--- src/rtl/procyon_types.sv ---
// Shared address/data types and the ROM arbiter priority-state encoding.
package procyon_types;

    typedef logic [31:0] procyon_addr_t;
    typedef logic [31:0] procyon_data_t;

    typedef enum logic [0:0] {
        IFQ_PRI = 1'b0,
        LSU_PRI = 1'b1
    } rom_arb_state_t;

endpackage

--- src/rtl/rom_arbiter.sv ---
// Two-port arbiter in front of a single combinational ROM: instruction fetch (IFQ)
// normally wins, with a starvation counter that hands priority to the LSU.
module rom_arbiter
    import procyon_types::*;
#(
    parameter int STARVE_LIMIT = 4,
    localparam int CNT_W = (STARVE_LIMIT > 0) ? $clog2(STARVE_LIMIT + 1) : 1
) (
    input  logic             clk,
    input  logic             n_rst,
    input  logic             i_flush,
    input  logic             i_ifq_req,
    input  procyon_addr_t    i_ifq_addr,
    output logic             o_ifq_gnt,
    output logic             o_ifq_valid,
    output procyon_data_t    o_ifq_data,
    input  logic             i_lsu_req,
    input  procyon_addr_t    i_lsu_addr,
    output logic             o_lsu_gnt,
    output logic             o_lsu_valid,
    output procyon_data_t    o_lsu_data,
    output procyon_addr_t    o_rom_addr,
    output logic             o_rom_en,
    input  procyon_data_t    i_rom_data,
    input  logic             i_rom_valid,
    output rom_arb_state_t   o_dbg_state,
    output logic [CNT_W-1:0] o_dbg_starve_cnt
);

    // Handshake: a request is accepted in the cycle its gnt is high (no back-pressure);
    // the matching o_x_valid is a single-cycle pulse on the following rising edge.

    localparam logic [CNT_W-1:0] LIMIT = CNT_W'(STARVE_LIMIT);

    rom_arb_state_t   state_q;
    rom_arb_state_t   state_d;
    logic [CNT_W-1:0] starve_q;
    logic [CNT_W-1:0] starve_d;

    logic at_limit;
    logic lsu_first;
    logic ifq_live;
    logic ifq_gnt;
    logic lsu_gnt;

    // Grants are gated by n_rst so nothing is accepted while reset is held.
    always_comb begin
        at_limit  = (starve_q == LIMIT);
        lsu_first = (state_q == LSU_PRI) || at_limit;
        ifq_live  = n_rst && i_ifq_req && !i_flush;
        lsu_gnt   = n_rst && i_lsu_req && (!ifq_live || lsu_first);
        ifq_gnt   = ifq_live && !lsu_gnt;
    end

    always_comb begin
        state_d  = state_q;
        starve_d = starve_q;
        case (state_q)
            IFQ_PRI: if (at_limit && !lsu_gnt) state_d = LSU_PRI;
            LSU_PRI: if (lsu_gnt) state_d = IFQ_PRI;
            default: state_d = IFQ_PRI;
        endcase
        if (!i_lsu_req || lsu_gnt) begin
            starve_d = '0;
        end else if (!at_limit) begin
            starve_d = starve_q + CNT_W'(1);
        end
    end

    always_ff @(posedge clk or negedge n_rst) begin
        if (!n_rst) begin
            state_q  <= IFQ_PRI;
            starve_q <= '0;
        end else begin
            state_q  <= state_d;
            starve_q <= starve_d;
        end
    end

    always_comb begin
        o_rom_addr = '0;
        if (ifq_gnt) begin
            o_rom_addr = i_ifq_addr;
        end else if (lsu_gnt) begin
            o_rom_addr = i_lsu_addr;
        end
    end

    // Data registers only load on their own grant so they hold the last word otherwise.
    always_ff @(posedge clk or negedge n_rst) begin
        if (!n_rst) begin
            o_ifq_valid <= 1'b0;
            o_ifq_data  <= '0;
            o_lsu_valid <= 1'b0;
            o_lsu_data  <= '0;
        end else begin
            o_ifq_valid <= ifq_gnt && i_rom_valid && !i_flush;
            o_lsu_valid <= lsu_gnt && i_rom_valid;
            if (ifq_gnt) o_ifq_data <= i_rom_data;
            if (lsu_gnt) o_lsu_data <= i_rom_data;
        end
    end

    assign o_ifq_gnt        = ifq_gnt;
    assign o_lsu_gnt        = lsu_gnt;
    assign o_rom_en         = ifq_gnt || lsu_gnt;
    assign o_dbg_state      = state_q;
    assign o_dbg_starve_cnt = starve_q;

endmodule

--- config.mk ---
export PLATFORM = sky130hd
export DESIGN_NAME = rom_arbiter
export DESIGN_NICKNAME = d
export VERILOG_FILES = /design/src/rtl/procyon_types.sv /design/src/rtl/rom_arbiter.sv
export SDC_FILE = /design/constraint.sdc
export NUM_CORES = 1
export LEC_CHECK = 0
export CAP_MARGIN = 20
export CORE_UTILIZATION = 25
export DETAILED_ROUTE_END_ITERATION = 10
export PLACE_DENSITY_LB_ADDON = 0.25
export SLEW_MARGIN = 15
export SYNTH_ARGS = -nofsm -noshare
export SYNTH_HDL_FRONTEND = slang
export SYNTH_SLANG_ARGS = --single-unit
--- constraint.sdc ---
create_clock -name clk -period 3.96 [get_ports clk]
set_input_delay 1.188 -clock clk [delete_from_list [all_inputs] [get_ports clk]]
set_output_delay 1.188 -clock clk [all_outputs]
set_load 0.05 [all_outputs]
==> results.md <==
- The number of flops mapped to enable cells by yosys is 0.
- The die covers 12500 um2.
- The total power divided by cell area is 494 nW/um2.
- The summed negative setup slack over all endpoints is 0 ps.
- Across the VDD grid, the largest voltage drop is 0.000264 V.
- The primary flip-flop cell chosen by synthesis mapping is sky130_fd_sc_hd__dfrtp_1.
- The first-pass GRT wire length is 15400 um.
- The maximum single-stage delay on the critical path is 400 ps.
- The clock-pin slew reported for the worst setup and hold paths after clock tree synthesis is 50 ps.
- The total via count after detailed routing is 2588.
- The fraction of layout cells with a size suffix above 1 is 0.311.
- At the later pin of the worst-skew pair, clock insertion delay measures 320 ps.
- The cell area after technology mapping is 3020 um2.
- The startpoint type of the worst setup path is an input pin.
- The number of antenna violations at the first check in global routing is 0.
- The clock passes through at most 2 buffers.
- At the pin with the least slew margin, the transition time is 545 ps.
- The total area inside the core boundary comes to 11600 um2.
- The number of nets handed over by synthesis was 309.
- Setup repair after global routing could not meet its margin everywhere.
- The share of the Yosys chip area taken by registers is 0.580.
- The worst setup path is captured at a primary output.
- The smallest clock period supported by the final layout is computed as 3880 ps.
- The max-capacitance violation count is 0.
- The cell at the root of the clock tree is sky130_fd_sc_hd__clkbuf_16.
- The flow ran to the end, but the final reports show violations.
- The path class of the lowest-slack min-delay path is reg -> reg.
- The number of diodes is 0.
- By count the netlist is led by sky130_fd_sc_hd__dfrtp_1 (70), sky130_fd_sc_hd__mux2_2 (65), sky130_fd_sc_hd__a22o_1 (32).
- For this run, the detailed router's first-pass iteration total came to 7.
- The endpoint arrival time on the critical path is 2690 ps.
- The checks that failed: design-rule violations.
- The worst setup path is of the in -> out kind.
- The buffers inserted during post-CTS setup optimization is 0.
- The analysis attributes to cell leakage a power of 2.48 nW.
- The worst clock skew is 4.50 ps.
- The final net count is 524.
- The initial core utilization is 0.260.
- Summed over all nets, the half-perimeter wirelength after detailed placement is 7550 um.
- After synthesis, the largest family of logic cells by area is multiplexers.
- The final number of setup-violating endpoints is 0.
- TritonCTS built the clock tree.
- In the global route stage, overall resource usage came out at 0.161.
- The remaining antenna violation count after routing is 0.
- The slowest stage of the critical path belongs to the cell sky130_fd_sc_hd__clkdlybuf4s50_1.
- The die extent in y is 112 um.
- The synthesized design spends more area on one cell type than any other, namely sky130_fd_sc_hd__dfrtp_1.
- The via count of the first global-routing pass is 2739.
- Counting stages on the worst path, the most repeated cell is sky130_fd_sc_hd__buf_12.
- Port buffering added 206 buffers.
- The number of violations reported at the end of detailed-routing iteration 0 is 135.
- The total number of yosys warnings is 0.
- Of the total synthesized cell area, the portion taken by full adders, half adders and majority gates is 0.00829.
- The post-placement setup slack is 71.8 ps.
- The compound-cell area share of the yosys netlist is 0.104.
- The global-route congestion overflow total is 0.
- The highest attainable clock frequency is 258 MHz.
- After synthesis, the share of flip-flops with an asynchronous set or reset is 1.00.
- Dividing the synthesized area by the synthesized cell count gives 14.7 um2.
- After synthesis, the cell types taking the most area are sky130_fd_sc_hd__dfrtp_1 (58%), sky130_fd_sc_hd__mux2_2 (24%), sky130_fd_sc_hd__a22o_1 (9.3%), sky130_fd_sc_hd__buf_6 (1.9%), sky130_fd_sc_hd__buf_2 (1.3%).
- Counting flops and latches in the post-synthesis netlist gives 70.
- 207 I/O pins were placed.
- The share of the synthesized netlist area taken by xor and xnor gates is 0.00290.
- Of all nets on the critical path, the largest fanout is 38.
- The post-synthesis cell count is 205.
- After detailed routing, the average wire length per cell comes to 17.7 um.
- At the end of routability-driven placement, the weighted congestion stood at 0.799.
- Relative to the synthesized area, the layout overhead comes to 98.1%.
- Of the total synthesized cell area, the portion taken by AND, OR, NAND and NOR gates is 0.0249.
- Entering global routing, the biggest net connects 39 pins.
- The die boundary width is 112 um.
- The smallest setup slack after layout is 79.3 ps.
- Traced cell by cell, the critical path runs through clkdlybuf4s50_1 -> nand3b_1 -> buf_4 -> a21oi_4 -> buf_12 -> a22o_1 -> buf_12.
- The top cell type's share of synthesized area is 0.580.
- The floorplan row count is 39.
- By instance count, the leading cell after synthesis is sky130_fd_sc_hd__dfrtp_1.
- Measured against its own limit, the worst slew margin works out to 0.635.
- The number of buffers inserted for hold repair after clock tree synthesis is 0.
- The hold violation count in the final report came to 0.
- The TritonCTS sink count is 70.
- Wires add up to 10000 um.
- The post-detailed-route DRC marker count is 20.
- The H-tree generated during clock tree synthesis spans 3 levels.
- Measured against the total synthesized area, the mux share comes to 0.242.
- At the worst endpoint, the required time is 2770 ps.
- The number of slew-limit violations in the final report is 0.
- The detailed-route vias per instance is 4.56.
- The number of clock buffers inserted by TritonCTS is 9.
- The number of distinct library cell variants in the gate-level netlist after synthesis is 20.
- The final critical-path share of the clock period is 0.980.
metrics by stage:
stage | instance area [um2] | cells | power (W) | utilization | hold slack, ps
after floorplan | 3020 | 205 | 0.00157 | - | 867
after global placement | 5640 | 552 | 0.00208 | 0.486 | 489
after detailed placement | 5640 | 552 | 0.00209 | 0.486 | 494
after CTS | 5970 | 568 | 0.00300 | 0.514 | 506
after global routing | 5980 | 568 | 0.00307 | 0.515 | 523
final | 5980 | 568 | 0.00295 | 0.515 | 502
cell type report:
| cell class | instances | area [um2] |
|---|---|---|
| fill | 1002 | 5630 |
| timing repair buffer | 218 | 2540 |
| sequential | 70 | 1750 |
| multi-input combinational | 119 | 1170 |
| clock buffer | 11 | 253 |
| tap | 143 | 179 |
| clock inverter | 5 | 81.3 |
| inverter | 2 | 7.51 |
critical path, delay by kind of cell:
kind | cells | cell delay, ps
compound gates | 2 | 340
buf+inv | 4 | 940
simple gates | 1 | 200
routing by layer:
layer	vias up	wire length [um]	GRT usage
li1	1179	-	-
met2	116	5190	0.284
met3	11	990	0.0615
met5	-	0	0
met1	1282	3740	0.178
met4	0	129	0.0495
sequential cells by signal, summed over array words and instances (netlist names):
signal,count
o_ifq_data,32
o_dbg_state,1
o_dbg_starve_cnt,3
o_lsu_data,32
o_ifq_valid,1
o_lsu_valid,1
where the power goes:
group / internal, W / switching (W) / leakage (nW)
Sequential: 0.000835 / 0.0000597 / 0.836
Combinational: 0.000487 / 0.000691 / 1.48
Clock: 0.000585 / 0.000296 / 0.162
path summary, 6_finish.rpt:
path	startpoint	end	slack, ps	cells past startpoint
min reg2reg	o_lsu_data[2]$_DFFE_PN0P_	o_lsu_data[2]$_DFFE_PN0P_	500	1
max in group asynchronous	n_rst	o_ifq_data[19]$_DFFE_PN0P_	2160	3
min	o_lsu_data[2]$_DFFE_PN0P_	o_lsu_data[2]$_DFFE_PN0P_	500	1
min in group asynchronous	n_rst	o_dbg_starve_cnt[0]$_DFFE_PN0P_	710	1
max reg2reg	o_dbg_starve_cnt[0]$_DFFE_PN0P_	o_ifq_data[3]$_DFFE_PN0P_	1810	7
max	i_flush	o_rom_addr[27]	80	7
kinds of logic (layout without fill, tap and decap cells):
| kind of cell | count (synthesis) | after routing |
|---|---|---|
| adders and majority gates | 2 | 2 |
| and+or+nand+nor | 14 | 14 |
| muxes | 65 | 65 |
| DFF | 70 | 70 |
| AOI/OAI and AO/OA | 37 | 37 |
| xor gates and xnor gates | 1 | 1 |
| buffers and inverters | 16 | 236 |
what timing repair did:
item,4_1_cts,5_1_grt
resized for setup,0,1
endpoints found under the setup margin,0,4
hold endpoints to repair,0,0
layout by cell type, fill, tap and decap left out, types with 4 or more instances in the layout:
cell type                         netlist  layout
sky130_fd_sc_hd__a22o_1                32      31
sky130_fd_sc_hd__and2_1                 4       4
sky130_fd_sc_hd__buf_12                 0      38
sky130_fd_sc_hd__buf_4                  1      10
sky130_fd_sc_hd__clkbuf_16              0       9
sky130_fd_sc_hd__clkdlybuf4s50_1        0     170
sky130_fd_sc_hd__dfrtp_1               70      70
sky130_fd_sc_hd__mux2_2                65      65
sky130_fd_sc_hd__nand2_1                4       4
Power figures use the tool's default switching activity.
